<file path="src/rtl/dir_cmd_queue_if.sv">
// Button-event bus between the top-level synchronisers and the heading queue.
// The master side drives the buttons and tick strobes. The slave side returns the registered heading state.
interface dir_cmd_queue_if #(
    parameter int CNT_W = 3
);
    logic             game_en;
    logic             pause;
    logic             isUp;
    logic             isDown;
    logic             isLeft;
    logic             isRight;
    logic [1:0]       heading;
    logic             heading_chg;
    logic [CNT_W-1:0] q_count;
    logic             drop_evt;

    modport master (
        output game_en, pause, isUp, isDown, isLeft, isRight,
        input  heading, heading_chg, q_count, drop_evt
    );

    modport slave (
        input  game_en, pause, isUp, isDown, isLeft, isRight,
        output heading, heading_chg, q_count, drop_evt
    );
endinterface

</file>
<file path="src/rtl/dir_cmd_queue.sv">
// Turns stretched button levels into a queued, tick-paced snake heading.
// Direction encoding: 0=up 1=down 2=left 3=right.
module dcq_edge (
    input  logic clk,
    input  logic rst_n,
    input  logic lvl,
    output logic rise
);
    logic hist;

    // History resets high so that a button held through reset does not count as a press.
    always_ff @(posedge clk or negedge rst_n) begin
        if (!rst_n) hist <= 1'b1;
        else        hist <= lvl;
    end

    assign rise = lvl & ~hist;
endmodule

module dir_cmd_queue #(
    parameter int         DEPTH    = 2,
    parameter int         CNT_W    = 3,
    parameter logic [1:0] INIT_DIR = 2'd3
) (
    input  logic                  clk,
    input  logic                  rst_n,
    dir_cmd_queue_if.slave        bus
);
    logic [3:0]       btn;
    logic [3:0]       rise;
    logic [1:0]       ev_dir;
    logic             ev_vld;
    logic             ev_multi;
    logic [1:0]       ref_dir;
    logic [1:0]       newest_ptr;
    logic             deq;
    logic             full;
    logic             rej_dir;
    logic             acc;
    logic             drop_nxt;

    logic [1:0]       q_mem [0:3];
    logic [1:0]       wr_ptr;
    logic [1:0]       rd_ptr;
    logic [CNT_W-1:0] q_cnt;
    logic [1:0]       heading_q;
    logic             chg_q;
    logic             drop_q;

    // The bit index of btn is the direction code.
    assign btn = {bus.isRight, bus.isLeft, bus.isDown, bus.isUp};

    dcq_edge u_edge [3:0] (
        .clk   (clk),
        .rst_n (rst_n),
        .lvl   (btn),
        .rise  (rise)
    );

    // The lowest direction code wins when several buttons rise together.
    always_comb begin
        ev_dir = 2'd0;
        for (int i = 3; i >= 0; i--)
            if (rise[i]) ev_dir = 2'(i);
    end

    assign ev_vld   = |rise;
    assign ev_multi = (rise & (rise - 4'd1)) != 4'd0;

    assign newest_ptr = (wr_ptr == 2'd0) ? 2'(DEPTH - 1) : wr_ptr - 2'd1;
    assign ref_dir    = (q_cnt != '0) ? q_mem[newest_ptr] : heading_q;

    assign deq      = bus.game_en && !bus.pause && (q_cnt != '0);
    assign full     = (q_cnt - CNT_W'(deq)) == CNT_W'(DEPTH);
    assign rej_dir  = (ev_dir == ref_dir) || (ev_dir == (ref_dir ^ 2'b01));
    assign acc      = ev_vld && !rej_dir && !full;
    assign drop_nxt = ev_multi || (ev_vld && !acc);

    function automatic logic [1:0] ptr_inc(input logic [1:0] p);
        return (p == 2'(DEPTH - 1)) ? 2'd0 : p + 2'd1;
    endfunction

    always_ff @(posedge clk or negedge rst_n) begin
        if (!rst_n) begin
            for (int i = 0; i < 4; i++) q_mem[i] <= 2'd0;
            wr_ptr    <= 2'd0;
            rd_ptr    <= 2'd0;
            q_cnt     <= '0;
            heading_q <= INIT_DIR;
            chg_q     <= 1'b0;
            drop_q    <= 1'b0;
        end else begin
            if (acc) begin
                q_mem[wr_ptr] <= ev_dir;
                wr_ptr        <= ptr_inc(wr_ptr);
            end
            if (deq) begin
                heading_q <= q_mem[rd_ptr];
                rd_ptr    <= ptr_inc(rd_ptr);
            end
            case ({acc, deq})
                2'b10:   q_cnt <= q_cnt + CNT_W'(1);
                2'b01:   q_cnt <= q_cnt - CNT_W'(1);
                default: q_cnt <= q_cnt;
            endcase
            chg_q  <= deq;
            drop_q <= drop_nxt;
        end
    end

    assign bus.heading     = heading_q;
    assign bus.heading_chg = chg_q;
    assign bus.q_count     = q_cnt;
    assign bus.drop_evt    = drop_q;
endmodule

</file>
<file path="src/flat_wrapper.sv">
// flat-port wrapper written by rule: the top's interface ports become plain ports
module dir_cmd_queue_flat 
#(
    parameter int         DEPTH    = 2,
    parameter int         CNT_W    = 3,
    parameter logic [1:0] INIT_DIR = 2'd3
)
  (clk, rst_n, bus_game_en, bus_pause, bus_isUp, bus_isDown, bus_isLeft, bus_isRight, bus_heading, bus_heading_chg, bus_q_count, bus_drop_evt);
  dir_cmd_queue_if #(.CNT_W(CNT_W)) bus_i ();
  input  logic clk;
  input  logic rst_n;
  input wire logic [$bits(bus_i.game_en)-1:0] bus_game_en;
  input wire logic [$bits(bus_i.pause)-1:0] bus_pause;
  input wire logic [$bits(bus_i.isUp)-1:0] bus_isUp;
  input wire logic [$bits(bus_i.isDown)-1:0] bus_isDown;
  input wire logic [$bits(bus_i.isLeft)-1:0] bus_isLeft;
  input wire logic [$bits(bus_i.isRight)-1:0] bus_isRight;
  output wire logic [$bits(bus_i.heading)-1:0] bus_heading;
  output wire logic [$bits(bus_i.heading_chg)-1:0] bus_heading_chg;
  output wire logic [$bits(bus_i.q_count)-1:0] bus_q_count;
  output wire logic [$bits(bus_i.drop_evt)-1:0] bus_drop_evt;
  assign bus_i.game_en = bus_game_en;
  assign bus_i.pause = bus_pause;
  assign bus_i.isUp = bus_isUp;
  assign bus_i.isDown = bus_isDown;
  assign bus_i.isLeft = bus_isLeft;
  assign bus_i.isRight = bus_isRight;
  assign bus_heading = bus_i.heading;
  assign bus_heading_chg = bus_i.heading_chg;
  assign bus_q_count = bus_i.q_count;
  assign bus_drop_evt = bus_i.drop_evt;
  dir_cmd_queue #(.DEPTH(DEPTH), .CNT_W(CNT_W), .INIT_DIR(INIT_DIR)) u_core (.clk(clk), .rst_n(rst_n), .bus(bus_i));
endmodule
</file>
<file path="config.mk">
export PLATFORM = sky130hd
export DESIGN_NAME = dir_cmd_queue_flat
export DESIGN_NICKNAME = d
export VERILOG_FILES = /design/src/rtl/dir_cmd_queue_if.sv /design/src/rtl/dir_cmd_queue.sv /design/src/flat_wrapper.sv
export SDC_FILE = /design/constraint.sdc
export NUM_CORES = 1
export LEC_CHECK = 0
export CAP_MARGIN = 20
export CELL_PAD_IN_SITES_DETAIL_PLACEMENT = 1
export CELL_PAD_IN_SITES_GLOBAL_PLACEMENT = 1
export CORE_ASPECT_RATIO = 2
export CORE_MARGIN = 3
export CORE_UTILIZATION = 46
export DETAILED_ROUTE_END_ITERATION = 10
export PLACE_DENSITY_LB_ADDON = 0.1
export SLEW_MARGIN = 40
export SYNTH_ARGS = -nofsm -noshare
export SYNTH_HDL_FRONTEND = slang
export SYNTH_HIERARCHICAL = 1
export SYNTH_SLANG_ARGS = --single-unit
</file>
<file path="constraint.sdc">
create_clock -name clk -period 5.9 [get_ports clk]
set_clock_uncertainty 0.15 [all_clocks]
set_input_delay 1.18 -clock clk [delete_from_list [all_inputs] [get_ports clk]]
set_output_delay 1.18 -clock clk [all_outputs]
set_load 0.05 [all_outputs]
</file>
[After elaboration in Yosys (flattened, before gate mapping)]
Cells that the tools add are included.
Storage, ports and cells
  memories: 0
  bits in latches: 0
  word-level logic and storage cells: 80
  memory bits (writable): 0
  ROM bits: 0
  input bits: 8
  bits in registers: 23
Operators by class
  $mul: 0
  reductions and logical operators: 17
  $lt $le $gt $ge: 4
  div/mod/pow operators: 0
  $add $sub $neg: 7
  multiplexer cells: 18
  equality and inequality tests: 7
  bitwise operators: 13
  shift-type cells: 0
Operators with widths (count)
  $mux 2: 13
  $ge 3x3->1 const B: 3
  $not 2->3: 3
  $bmux 2 s2: 2
  $bwmux 8: 1
  $eq 2x1->1 const B: 3
  $logic_and 1x1->1: 6
  $pmux 3 s2: 1
  $not 1->1: 5
  $add 2x1->2 const B: 2
  $and 1x1->1: 4
  $and 4x4->4: 1
  $demux 2 s2: 1
  $eq 2x2->1: 2
  $logic_not 1->1: 4
  $reduce_bool 4->1: 1
  $reduce_or 4->1: 1
  $sub 4x1->4 const B: 1
  $add 3x1->3 const B: 1
  $eq 3x2->1 const B: 1
  $lt 3x1->1 const B: 1
  $reduce_bool 3->1: 1
  $sub 3x1->3: 1
  $sub 3x1->3 const B: 1
  5 further kinds: 6

[Depth between registers and ports, before layout]
Gate-level depths: netlist of the first run.
  depth in word-level cells: 16
  mapped depth: 12
  depth with buffers taken out: 12

[Cells and area by module]
The synthesis of the first run kept the hierarchy.
By module, submodules not included
  dir_cmd_queue: cells an instance 99, area an instance 1078.5 µm², instances 1, seq. area each 478.0 µm²
  dcq_edge: cells an instance 2, area an instance 40.0 µm², instances 4, seq. area each 26.3 µm²

[Worst setup path before layout of the first run]
Ideal clock, no wire load.
  path type: input -> register
  start: input port bus_pause
  end: register u_core.q_cnt[2] (netlist: u_core/bus.q_count[2])
  cell stages on the path: 11
  arrival time: 3153 ps
  data required time: 5603 ps
  library setup time: 147 ps
  slack: 2450 ps
  path through: nor3b_2 ha_1 nand2_1 nor2_1 or3_4 ha_1 inv_1 fa_1 xor2_1 nor2_1 xor2_1
On the way
  longest elaborated chain between the ends: 9
Ends and longest elaborated chain
  start: declaration: line flat_wrapper.sv:13  | input wire logic [$bits(bus_i.pause)-1:0] bus_pause;
  $logic_not 1->1 *: line dir_cmd_queue.sv:73  | assign deq = bus.game_en && !bus.pause && (q_cnt != '0);
  $logic_and 1x1->1 * (2 in series): line dir_cmd_queue.sv:73
  $sub 3x1->3: line dir_cmd_queue.sv:74  | assign full = (q_cnt - CNT_W'(deq)) == CNT_W'(DEPTH);
  $eq 3x2->1: line dir_cmd_queue.sv:74
  $logic_not 1->1: line dir_cmd_queue.sv:76  | assign acc = ev_vld && !rej_dir && !full;
  $logic_and 1x1->1: line dir_cmd_queue.sv:76
  $eq 2x1->1 or $eq 2x2->1 (tied branches): line dir_cmd_queue.sv:101  | case ({acc, deq})
  $pmux 3 s2 or $reduce_bool 2->1 (tied branches)
  end signal: assignment: line dir_cmd_queue.sv:102  | 2'b10: q_cnt <= q_cnt + CNT_W'(1);
  end signal: assignment: line dir_cmd_queue.sv:103  | 2'b01: q_cnt <= q_cnt - CNT_W'(1);
  end signal: assignment: line dir_cmd_queue.sv:104  | default: q_cnt <= q_cnt;
  end: declaration: line dir_cmd_queue.sv:45  | logic [CNT_W-1:0] q_cnt;
Every way passes the cells marked *; elsewhere a longest branch is shown, timed or not.
A chain may end at the register's enable or synchronous reset.

[Worst setup path after layout of the first run]
  start: input port bus_game_en
  end: register u_core.q_cnt[2] (netlist: u_core/bus.q_count[2])
On the way
  longest elaborated chain between the ends: 8
Ends and longest elaborated chain
  start: declaration: line flat_wrapper.sv:12  | input wire logic [$bits(bus_i.game_en)-1:0] bus_game_en;
  $logic_and 1x1->1 * (2 in series): line dir_cmd_queue.sv:73
  net u_core.deq: line dir_cmd_queue.sv:36  | logic deq;
  $sub 3x1->3: line dir_cmd_queue.sv:74
  $eq 3x2->1: line dir_cmd_queue.sv:74
  $logic_not 1->1: line dir_cmd_queue.sv:76
  $logic_and 1x1->1: line dir_cmd_queue.sv:76
  $eq 2x1->1 or $eq 2x2->1 (tied branches): line dir_cmd_queue.sv:101
  $pmux 3 s2 or $reduce_bool 2->1 (tied branches)
Mark *: on every way through the listed nets, which the timed path passes. The rest lies on a longest branch.

==> results of run 1 <==
cells by family after synthesis:
kind of cell	Yosys count	share of synthesized area, %
flip-flops	23	47.1
AND/OR/NAND/NOR	33	17.0
buffers and inverters	6	4.75
AO/OA/AOI/OAI	27	13.3
XOR/XNOR	5	3.54
adder cells (fa/ha/maj)	3	3.64
multiplexers	10	10.7
cell usage after synthesis, drive strengths merged, types with 3 or more instances:
master,count
nor2,9
inv,4
nand2,6
o21ai,8
dfstp,6
nor2b,4
xor2,3
a21oi,8
dfrtp,17
mux2,6
nor3,4
layout make-up:
type / instances / area, sq um / area share (%)
clock buffer: 4 / 45.0 / 3.19
inverter: 4 / 15.0 / 1.06
multi-input combinational: 78 / 597 / 42.3
sequential: 23 / 583 / 41.3
tap: 28 / 35.0 / 2.48
timing repair buffer: 14 / 135 / 9.58
worst reg2reg max path, cell delays in order (launching register included):
cell	delay (ps)
sky130_fd_sc_hd__dfrtp_1	460
sky130_fd_sc_hd__nor3_2	110
sky130_fd_sc_hd__nor3b_2	460
sky130_fd_sc_hd__ha_1	330
sky130_fd_sc_hd__nand2_1	80
sky130_fd_sc_hd__nor2_1	70
sky130_fd_sc_hd__or3_4	410
sky130_fd_sc_hd__ha_1	220
sky130_fd_sc_hd__inv_1	70
sky130_fd_sc_hd__fa_1	180
sky130_fd_sc_hd__xor2_1	150
sky130_fd_sc_hd__nor2_1	60
sky130_fd_sc_hd__xor2_1	140
sequential cells by signal, summed over array words and instances (netlist names):
| name | count |
|---|---|
| u_core/bus.drop_evt | 1 |
| u_core/bus.heading | 2 |
| u_core/bus.heading_chg | 1 |
| u_core/bus.q_count | 3 |
| u_core/q_mem | 8 |
| u_core/rd_ptr | 2 |
| u_core/u_edge/hist | 4 |
| u_core/wr_ptr | 2 |
through the flow:
step / cells / utilization (%) / area, sq um / hold slack [ps]
CTS: 151 / 54.9 / 1410 / 359
finish: 151 / 54.9 / 1410 / 351
floorplan: 107 / - / 1240 / 303
global placement: 147 / 53.3 / 1370 / 319
global route: 151 / 54.9 / 1410 / 388
detailed placement: 147 / 53.1 / 1370 / 343
power by group:
group | internal (mW) | switching [mW] | leakage (nW)
sequential | 0.210 | 0.0463 | 0.278
combinational | 0.158 | 0.238 | 0.296
clock | 0.0480 | 0.0468 | 0.0228
final timing paths:
kind,endpoint,startpoint,cells after the start,slack (ps)
min in group asynchronous,u_core/bus.q_count[2]$_DFFE_PN0P_,rst_n,1,730
worst min-delay path,u_core/q_mem[2]$_DFFE_PN0P_,u_core/q_mem[2]$_DFFE_PN0P_,1,350
worst max register to register,u_core/bus.q_count[2]$_DFFE_PN0P_,u_core/bus.q_count[2]$_DFFE_PN0P_,12,2900
worst min register to register,u_core/q_mem[2]$_DFFE_PN0P_,u_core/q_mem[2]$_DFFE_PN0P_,1,350
worst max-delay path,u_core/bus.q_count[2]$_DFFE_PN0P_,bus_game_en,12,2110
max in group asynchronous,u_core/u_edge[1]/hist$_DFF_PN1_,rst_n,1,4500
per-layer routing:
metal	share of wire, %	vias to the layer above
met5	0	-
met4	4.8	0
met3	2.1	14
met2	59	24
met1	34	444
li1	-	414
==> run summary, run 1 <==
Die area: 0.00339 sq mm
Filler Cells Inserted: 291
Count of input and output buffers: 14
H-Tree Level Count: 1
Startpoint Class: input port
Largest fanout of any net on the critical path: 7
I/O pin cnt: 15
Netlist area before placement: 0.00124 sq mm
Place WS: 1800 ps
Fmax: 264 MHz
Leakage power figure: 0.596 nW
Net count after synthesis: 118
Met1 Resource Use GR: 19.1%
Number of standard cells after synthesis: 107
Width of the die: 42.7 um
Diodes inserted: 0
Final hold viol count: 0
Final slew viol count: 0
Unrepaired setup endpoints after global routing: false
Clock tree root driver cell: sky130_fd_sc_hd__clkbuf_8
Arrival time reported for the critical path endpoint: 3780 ps
Gpl congestion: 0.820
DRT Pass-1 Iters: 4
Slowest stage cell on the critical path: sky130_fd_sc_hd__clkdlybuf4s50_1
Wire length of the first global-routing pass: 4.85 mm
Library cell occupying the most area in the post-synthesis netlist: sky130_fd_sc_hd__dfrtp_1
Number of clock sinks: 23
Average cell area after synthesis: 11.6 sq um
Worst supply voltage drop on vdd: 0.000288 V
Final worst setup slack: 2110 ps
Critical path cell sequence: clkdlybuf4s50_1 > nor3b_2 > ha_1 > nand2_1 > nor2_1 > or3_4 > ha_1 > inv_1 > fa_1 > xor2_1 > nor2_1 > xor2_1
Mean number of vias per cell: 5.93
Number of max-cap violations: 0
Yosys Warn Count: 6
Most used flip-flop cell after synthesis: sky130_fd_sc_hd__dfrtp_1
Setup_tns: 0 ps
Total congestion overflow after global routing: 0
Fraction of layout cells with a size suffix above 1: 22.0%
Min cycle time layout: 3790 ps
Synth-to-Final Area Change: 13.8%
Met2 track demand over resource in global routing: 35.2%
Largest cells by area after synthesis: sky130_fd_sc_hd__dfrtp_1, sky130_fd_sc_hd__dfstp_2, sky130_fd_sc_hd__nor2b_4
Die boundary height: 79.4 um
Antenna violations before repair: 0
Leading cell types in the layout, fill and taps excluded: sky130_fd_sc_hd__dfrtp_1, sky130_fd_sc_hd__clkdlybuf4s50_1, sky130_fd_sc_hd__nor2_1, sky130_fd_sc_hd__o21ai_0, sky130_fd_sc_hd__a21oi_1
Power density of the placed cells: 530 mW/mm^2
Fraction of registers with async set/reset: 100%
Worst Tran Pin Value: 516 ps
Total power consumption of the routed design: 747 uW
Remaining routing DRC violations: 0
Number of global-route vias before repair: 1069
Post-route antenna net violation count: 0
Initial core utilization: 48.2%
Endpoint required time on the critical path: 5890 ps
Setup Crit Path Kind: in2reg
Placeable core area: 0.00257 sq mm
CTS Hold Buffers Added: 0
Worst rel slew slack: 65.4%
Total wirelength of the detailed-routed design: 2.73 mm
Overall via count from detail_route: 896
M3 GR Usage: 2.48%
Leading cell type in the layout, fill and taps excluded: sky130_fd_sc_hd__dfrtp_1
Maximum number of pins on one net before global-route repair: 24
Post-synth EDFFs: 0
Buffer and inverter count on the worst path: 2
TritonCTS Buffers: 3
Clock latency reported for the late side of the worst-skew pair: 260 ps
Family with the most delay on the worst path: simple AND/OR/NAND/NOR gates
CTS clk-pin slew, worst paths: 80 ps
Portion of synthesized cell area occupied by the leading cell type: 34.3%
Worst path max stage delay: 450 ps
Buffers inserted during post-CTS setup optimization: 0
Flip-flop and latch count after synthesis: 23
Status: finished clean
Tcrit/Tclk final: 64.2%
Proportion of synthesized chip area in sequential cells: 47.1%
CTS max path bufs: 2
Overall track demand over capacity in global routing: 19.1%
DR iter-0 viols: 18
Classification of the worst-slack hold path: reg2reg
Number of placement rows: 26
TritonCTS clock tree: yes
Post-synth cell types: 37
Number of cells upsized or downsized after cts: 0
Routed length per placed instance: 18.1 um
Detailed-placement wirelength estimate: 2.18 mm
Final nets: 135
Crit. End Element: flop
Total setup violations reported at the end of the flow: 0
Most used routing layer: met2
No activity file was read; power rests on OpenSTA's default activity.
==> inputs of run 2 (changes only) <==
CORE_UTILIZATION = 43   (was 46)
clock period = 3.8 ns   (was 5.9 ns; I/O delays follow)
==> run 2 against run 1 <==
  * Hold slack got worse by 46 ps
  * Global-route usage grew 0.19 points
  * Total power up 58%
  * Sequential cell count is the same
  * Sequential share of layout area is 0.47 points lower
  * Critical path type unchanged
  * Highest routed layer unchanged
==> run summary, run 2 (same netlist as run 1, synthesis figures left out) <==
Total congestion overflow after global routing: 0
TritonCTS Buffers: 3
Setup_tns: 0 ps
Arrival time reported for the critical path endpoint: 3220 ps
Clock tree root driver cell: sky130_fd_sc_hd__clkbuf_8
Diodes inserted: 0
Final slew viol count: 0
Critical path cell sequence: clkdlybuf4s50_1 > nor3b_2 > ha_1 > nand2_1 > nor2_1 > or3_4 > ha_1 > inv_1 > fa_1 > xor2_1 > nor2_1 > xor2_1
Leading cell types in the layout, fill and taps excluded: sky130_fd_sc_hd__dfrtp_1, sky130_fd_sc_hd__clkdlybuf4s50_1, sky130_fd_sc_hd__nor2_1, sky130_fd_sc_hd__o21ai_0, sky130_fd_sc_hd__a21oi_1
Worst rel slew slack: 66.0%
Gpl congestion: 0.856
Number of max-cap violations: 0
H-Tree Level Count: 1
Total wirelength of the detailed-routed design: 3.00 mm
Final nets: 137
Unrepaired setup endpoints after global routing: false
Post-route antenna net violation count: 0
Count of input and output buffers: 14
Fraction of layout cells with a size suffix above 1: 23.2%
Classification of the worst-slack hold path: in2async
Placeable core area: 0.00277 sq mm
Synth-to-Final Area Change: 15.2%
Worst Tran Pin Value: 510 ps
Clock latency reported for the late side of the worst-skew pair: 260 ps
Detailed-placement wirelength estimate: 2.42 mm
Switch Pwr: 529 uW
Slowest stage cell on the critical path: sky130_fd_sc_hd__clkdlybuf4s50_1
Wire length of the first global-routing pass: 4.93 mm
Worst supply voltage drop on vdd: 0.000444 V
Mean number of vias per cell: 6.09
Die boundary height: 81.9 um
Register-to-register setup slack: 780 ps
Overall via count from detail_route: 938
I/O pin cnt: 15
Final hold viol count: 0
Setup Crit Path Kind: in2reg
Min cycle time layout: 3180 ps
Number of global-route vias before repair: 1041
CTS clk-pin slew, worst paths: 80 ps
Routed length per placed instance: 19.5 um
Total setup violations reported at the end of the flow: 0
Register with the most flip-flops: u_core/q_mem
Number of flip-flops under the largest register name: 8
Die area: 0.00360 sq mm
Clk pwr share: 12.6%
Maximum number of pins on one net before global-route repair: 24
Buffers inserted during post-CTS setup optimization: 0
Power density of the placed cells: 828 mW/mm^2
DR iter-0 viols: 28
Number of clock sinks: 23
Internal Dissipation: 652 uW
Width of the die: 44.0 um
Fmax: 314 MHz
Endpoint required time on the critical path: 3840 ps
Worst path max stage delay: 420 ps
Startpoint Class: input port
CTS max path bufs: 2
Initial core utilization: 44.7%
TritonCTS clock tree: yes
Overall track demand over capacity in global routing: 19.3%
Power share of the sequential group: 33.9%
Net switching fraction of the power: 44.8%
CTS Hold Buffers Added: 0
Number of cells upsized or downsized after cts: 0
Tcrit/Tclk final: 83.7%
Remaining routing DRC violations: 0
Power share of the combinational group: 53.5%
DRT Pass-1 Iters: 4
Fin Hold WS: 305 ps
Number of placement rows: 27
Crit. End Element: flop
Largest fanout of any net on the critical path: 4
Leading cell type in the layout, fill and taps excluded: sky130_fd_sc_hd__dfrtp_1
Leakage power figure: 0.606 nW
Status: finished clean
Antenna violations before repair: 0
[run 2: cell count changes in the layout (fill, tap and decap cells not counted)]
cell | previous run | this run
sky130_fd_sc_hd__buf_4 | 0 | 2
[run 2: layer usage]
metal	track usage, %	up-vias	wire length, um
li1	-	421	-
met1	18.2	471	1040
met2	36.1	35	1700
met3	2.63	11	105
met4	13.3	0	156
met5	0	-	0
[run 2: layout make-up]
| class | count | area, sq um |
|---|---|---|
| tap | 29 | 36.3 |
| fill | 315 | 1340 |
| timing repair buffer | 16 | 150 |
| inverter | 4 | 15.0 |
| multi-input combinational | 78 | 597 |
| sequential | 23 | 583 |
| clock buffer | 4 | 45.0 |
[run 2: power by group through the flow]
stage / Sequential (mW) / Clock (mW) / Combinational (mW)
after floorplan: 0.498 / 0 / 0.375
after CTS: 0.401 / 0.157 / 0.633
after detailed placement: 0.405 / 0 / 0.625
final: 0.401 / 0.149 / 0.632
after global routing: 0.410 / 0.166 / 0.678
after global placement: 0.399 / 0 / 0.606
[run 2: metrics by stage]
step	std cells	worst slack, ps	power, mW	util [%]	cell area (sq um)
2_1_floorplan	107	694	0.873	-	1240
3_3_place_gp	150	476	1.01	50.0	1390
3_5_place_dp	150	358	1.03	49.9	1380
4_1_cts	154	634	1.19	51.5	1430
5_1_grt	154	522	1.25	51.5	1430
6_report	154	619	1.18	51.5	1430
[run 2: path summary, 6_finish.rpt]
check                                                       start                                end  cells past startpoint
worst min register to register        u_core/q_mem[2]$_DFFE_PN0P_        u_core/q_mem[2]$_DFFE_PN0P_                      1
max in group asynchronous                                   rst_n  u_core/bus.heading[1]$_DFFE_PN1P_                      1
worst max register to register  u_core/bus.q_count[2]$_DFFE_PN0P_  u_core/bus.q_count[2]$_DFFE_PN0P_                     12
min in group clk                      u_core/q_mem[2]$_DFFE_PN0P_        u_core/q_mem[2]$_DFFE_PN0P_                      1
worst max-delay path                                  bus_game_en  u_core/bus.q_count[2]$_DFFE_PN0P_                     12
worst min-delay path                                        rst_n       u_core/wr_ptr[0]$_DFFE_PN0P_                      1
[run 2: worst max-delay path: cells and delay by family]
kind | cells | cell delay, ps
buffers and inverters | 2 | 480
and+or+nand+nor | 5 | 810
xor gates and xnor gates | 2 | 320
adders and majority gates | 3 | 850
==> inputs of run 3 (changes only) <==
CORE_UTILIZATION = 39   (was 43)
clock period = 2.9 ns   (was 3.8 ns; I/O delays follow)
==> run 3 against run 2 <==
  * Global-route usage fell by 0.53 points
  * Critical path depth did not move
  * Core utilization grew 2.1 points
  * Largest cell class unchanged
  * First-iteration DRC count is 39% lower
  * Total power up 39%
==> run summary, run 3 (same netlist as run 1, synthesis figures left out) <==
Status: finished clean
Arrival time reported for the critical path endpoint: 2830 ps
Overall track demand over capacity in global routing: 18.8%
CTS clk-pin slew, worst paths: 80 ps
Clk pwr share: 12.0%
Worst path max stage delay: 430 ps
Maximum number of pins on one net before global-route repair: 14
Largest fanout of any net on the critical path: 2
Register with the most flip-flops: u_core/q_mem
Min cycle time layout: 2790 ps
Detailed-placement wirelength estimate: 2.47 mm
Mean number of vias per cell: 5.72
Placed cell count: 169
Endpoint required time on the critical path: 2940 ps
Worst Tran Pin Value: 495 ps
Number of global-route vias before repair: 1149
Overall via count from detail_route: 989
TritonCTS Buffers: 3
Slowest stage cell on the critical path: sky130_fd_sc_hd__clkdlybuf4s50_1
Area of all sequential standard cells: 587 sq um
Width of the die: 45.9 um
DRT Pass-1 Iters: 4
Placed instance area: 0.00153 sq mm
Total setup violations reported at the end of the flow: 0
Switch Pwr: 725 uW
Final hold viol count: 0
Internal Dissipation: 921 uW
Power share of the sequential group: 32.2%
Number of placement rows: 28
Leading cell type in the layout, fill and taps excluded: sky130_fd_sc_hd__buf_4
Routed length per placed instance: 17.9 um
Fin cells: 173
CTS max path bufs: 2
DR iter-0 viols: 17
Placeable core area: 0.00301 sq mm
Gpl congestion: 0.845
Buffer and inverter count on the worst path: 3
H-Tree Level Count: 1
Clock latency reported for the late side of the worst-skew pair: 260 ps
Setup Crit Path Kind: in2reg
Die area: 0.00393 sq mm
Area taken by multi-input logic gates: 639 sq um
Tcrit/Tclk final: 96.3%
Number of cells upsized or downsized after cts: 0
Post-route antenna net violation count: 0
Die boundary height: 85.7 um
Power share of the combinational group: 55.8%
Buffers inserted during post-CTS setup optimization: 0
Number of flip-flops under the largest register name: 8
CTS Hold Buffers Added: 0
Total wirelength of the detailed-routed design: 3.11 mm
Family with the most delay on the worst path: simple AND/OR/NAND/NOR gates
Final cell area excluding filler cells: 0.00162 sq mm
Count of input and output buffers: 14
TritonCTS clock tree: yes
Startpoint Class: input port
Worst rel slew slack: 66.9%
Leading cell types in the layout, fill and taps excluded: sky130_fd_sc_hd__buf_4, sky130_fd_sc_hd__clkdlybuf4s50_1, sky130_fd_sc_hd__dfrtp_1, sky130_fd_sc_hd__o21ai_0, sky130_fd_sc_hd__a21oi_1
Diodes inserted: 0
Fmax: 358 MHz
Filler Cells Inserted: 344
Critical path cell sequence: clkdlybuf4s50_1 > nor2b_4 > or2_4 > buf_4 > a21oi_4 > or3_4 > ha_2 > inv_1 > fa_1 > xor2_1 > nor2_1 > xor2_1
Fin util: 53.6%
I/O pin cnt: 15
Fraction of layout cells with a size suffix above 1: 39.9%
Total congestion overflow after global routing: 0
Power density of the placed cells: 1020 mW/mm^2
Net switching fraction of the power: 44.0%
Wire length of the first global-routing pass: 5.33 mm
Final nets: 155
Number of clock sinks: 23
Synth-to-Final Area Change: 30.4%
Clock tree root driver cell: sky130_fd_sc_hd__clkbuf_8
Number of max-cap violations: 0
Most Frequent Cell on Critical Path: sky130_fd_sc_hd__xor2_1
Remaining routing DRC violations: 0
Initial core utilization: 41.1%
Classification of the worst-slack hold path: reg2reg
Crit. End Element: flop
Final slew viol count: 0
Antenna violations before repair: 0
Leakage power figure: 0.699 nW
Worst supply voltage drop on vdd: 0.000602 V
[run 3: cell type report]
cell class / count / share of cell area, %
Inverter: 4 / 0.930
Multi-Input combinational cell: 78 / 39.6
Clock inverter: 1 / 0.310
Tap cell: 30 / 2.32
Sequential cell: 23 / 36.3
Timing Repair Buffer: 34 / 18.0
Clock buffer: 3 / 2.56
[run 3: worst paths after layout]
kind | start | end | slack, ps | cells after the start
setup / recovery | bus_isDown | u_core/bus.q_count[2]$_DFFE_PN0P_ | 110 | 12
hold / removal | u_core/q_mem[0]$_DFFE_PN0P_ | u_core/q_mem[0]$_DFFE_PN0P_ | 350 | 1
setup reg to reg | u_core/bus.q_count[2]$_DFFE_PN0P_ | u_core/bus.q_count[2]$_DFFE_PN0P_ | 170 | 11
hold reg to reg | u_core/q_mem[0]$_DFFE_PN0P_ | u_core/q_mem[0]$_DFFE_PN0P_ | 350 | 1
max in group asynchronous | rst_n | u_core/u_edge[0]/hist$_DFF_PN1_ | 1570 | 2
min in group asynchronous | rst_n | u_core/wr_ptr[1]$_DFFE_PN0P_ | 460 | 1
[run 3: worst register-to-register path, stage by stage, from the launching register on]
cell,delay [ps]
sky130_fd_sc_hd__dfrtp_2,460
sky130_fd_sc_hd__nor3_2,300
sky130_fd_sc_hd__buf_4,180
sky130_fd_sc_hd__nand2_1,190
sky130_fd_sc_hd__a21oi_4,220
sky130_fd_sc_hd__or3_4,140
sky130_fd_sc_hd__ha_2,170
sky130_fd_sc_hd__inv_1,50
sky130_fd_sc_hd__fa_1,370
sky130_fd_sc_hd__xor2_1,170
sky130_fd_sc_hd__nor2_1,130
sky130_fd_sc_hd__xor2_1,140
[run 3: power by group through the flow]
stage	Combinational [mW]	Sequential [mW]	Clock, mW
CTS	0.882	0.529	0.210
global placement	0.856	0.527	0
finish	0.918	0.530	0.198
detailed placement	0.871	0.534	0
floorplan	0.492	0.657	0
global route	1.00	0.547	0.221
[run 3: metal layers]
layer / vias to the layer above / global-route usage, % / wire, um
met5: - / 0 / 0
met4: 0 / 11.9 / 152
met3: 11 / 2.31 / 91
met2: 26 / 33.5 / 1760
met1: 496 / 18.6 / 1110
li1: 456 / - / -
[run 3: metrics by stage]
| stage | total power [mW] | TNS [ps] | worst slack (ps) | hold WS [ps] |
|---|---|---|---|---|
| floorplan | 1.15 | 0 | 2.40 | 134 |
| global route | 1.77 | -5.49 | -5.49 | 385 |
| global placement | 1.38 | -341 | -179 | 318 |
| CTS | 1.62 | 0 | 7.68 | 354 |
| detailed placement | 1.41 | -413 | -220 | 335 |
| finish | 1.65 | 0 | 107 | 348 |
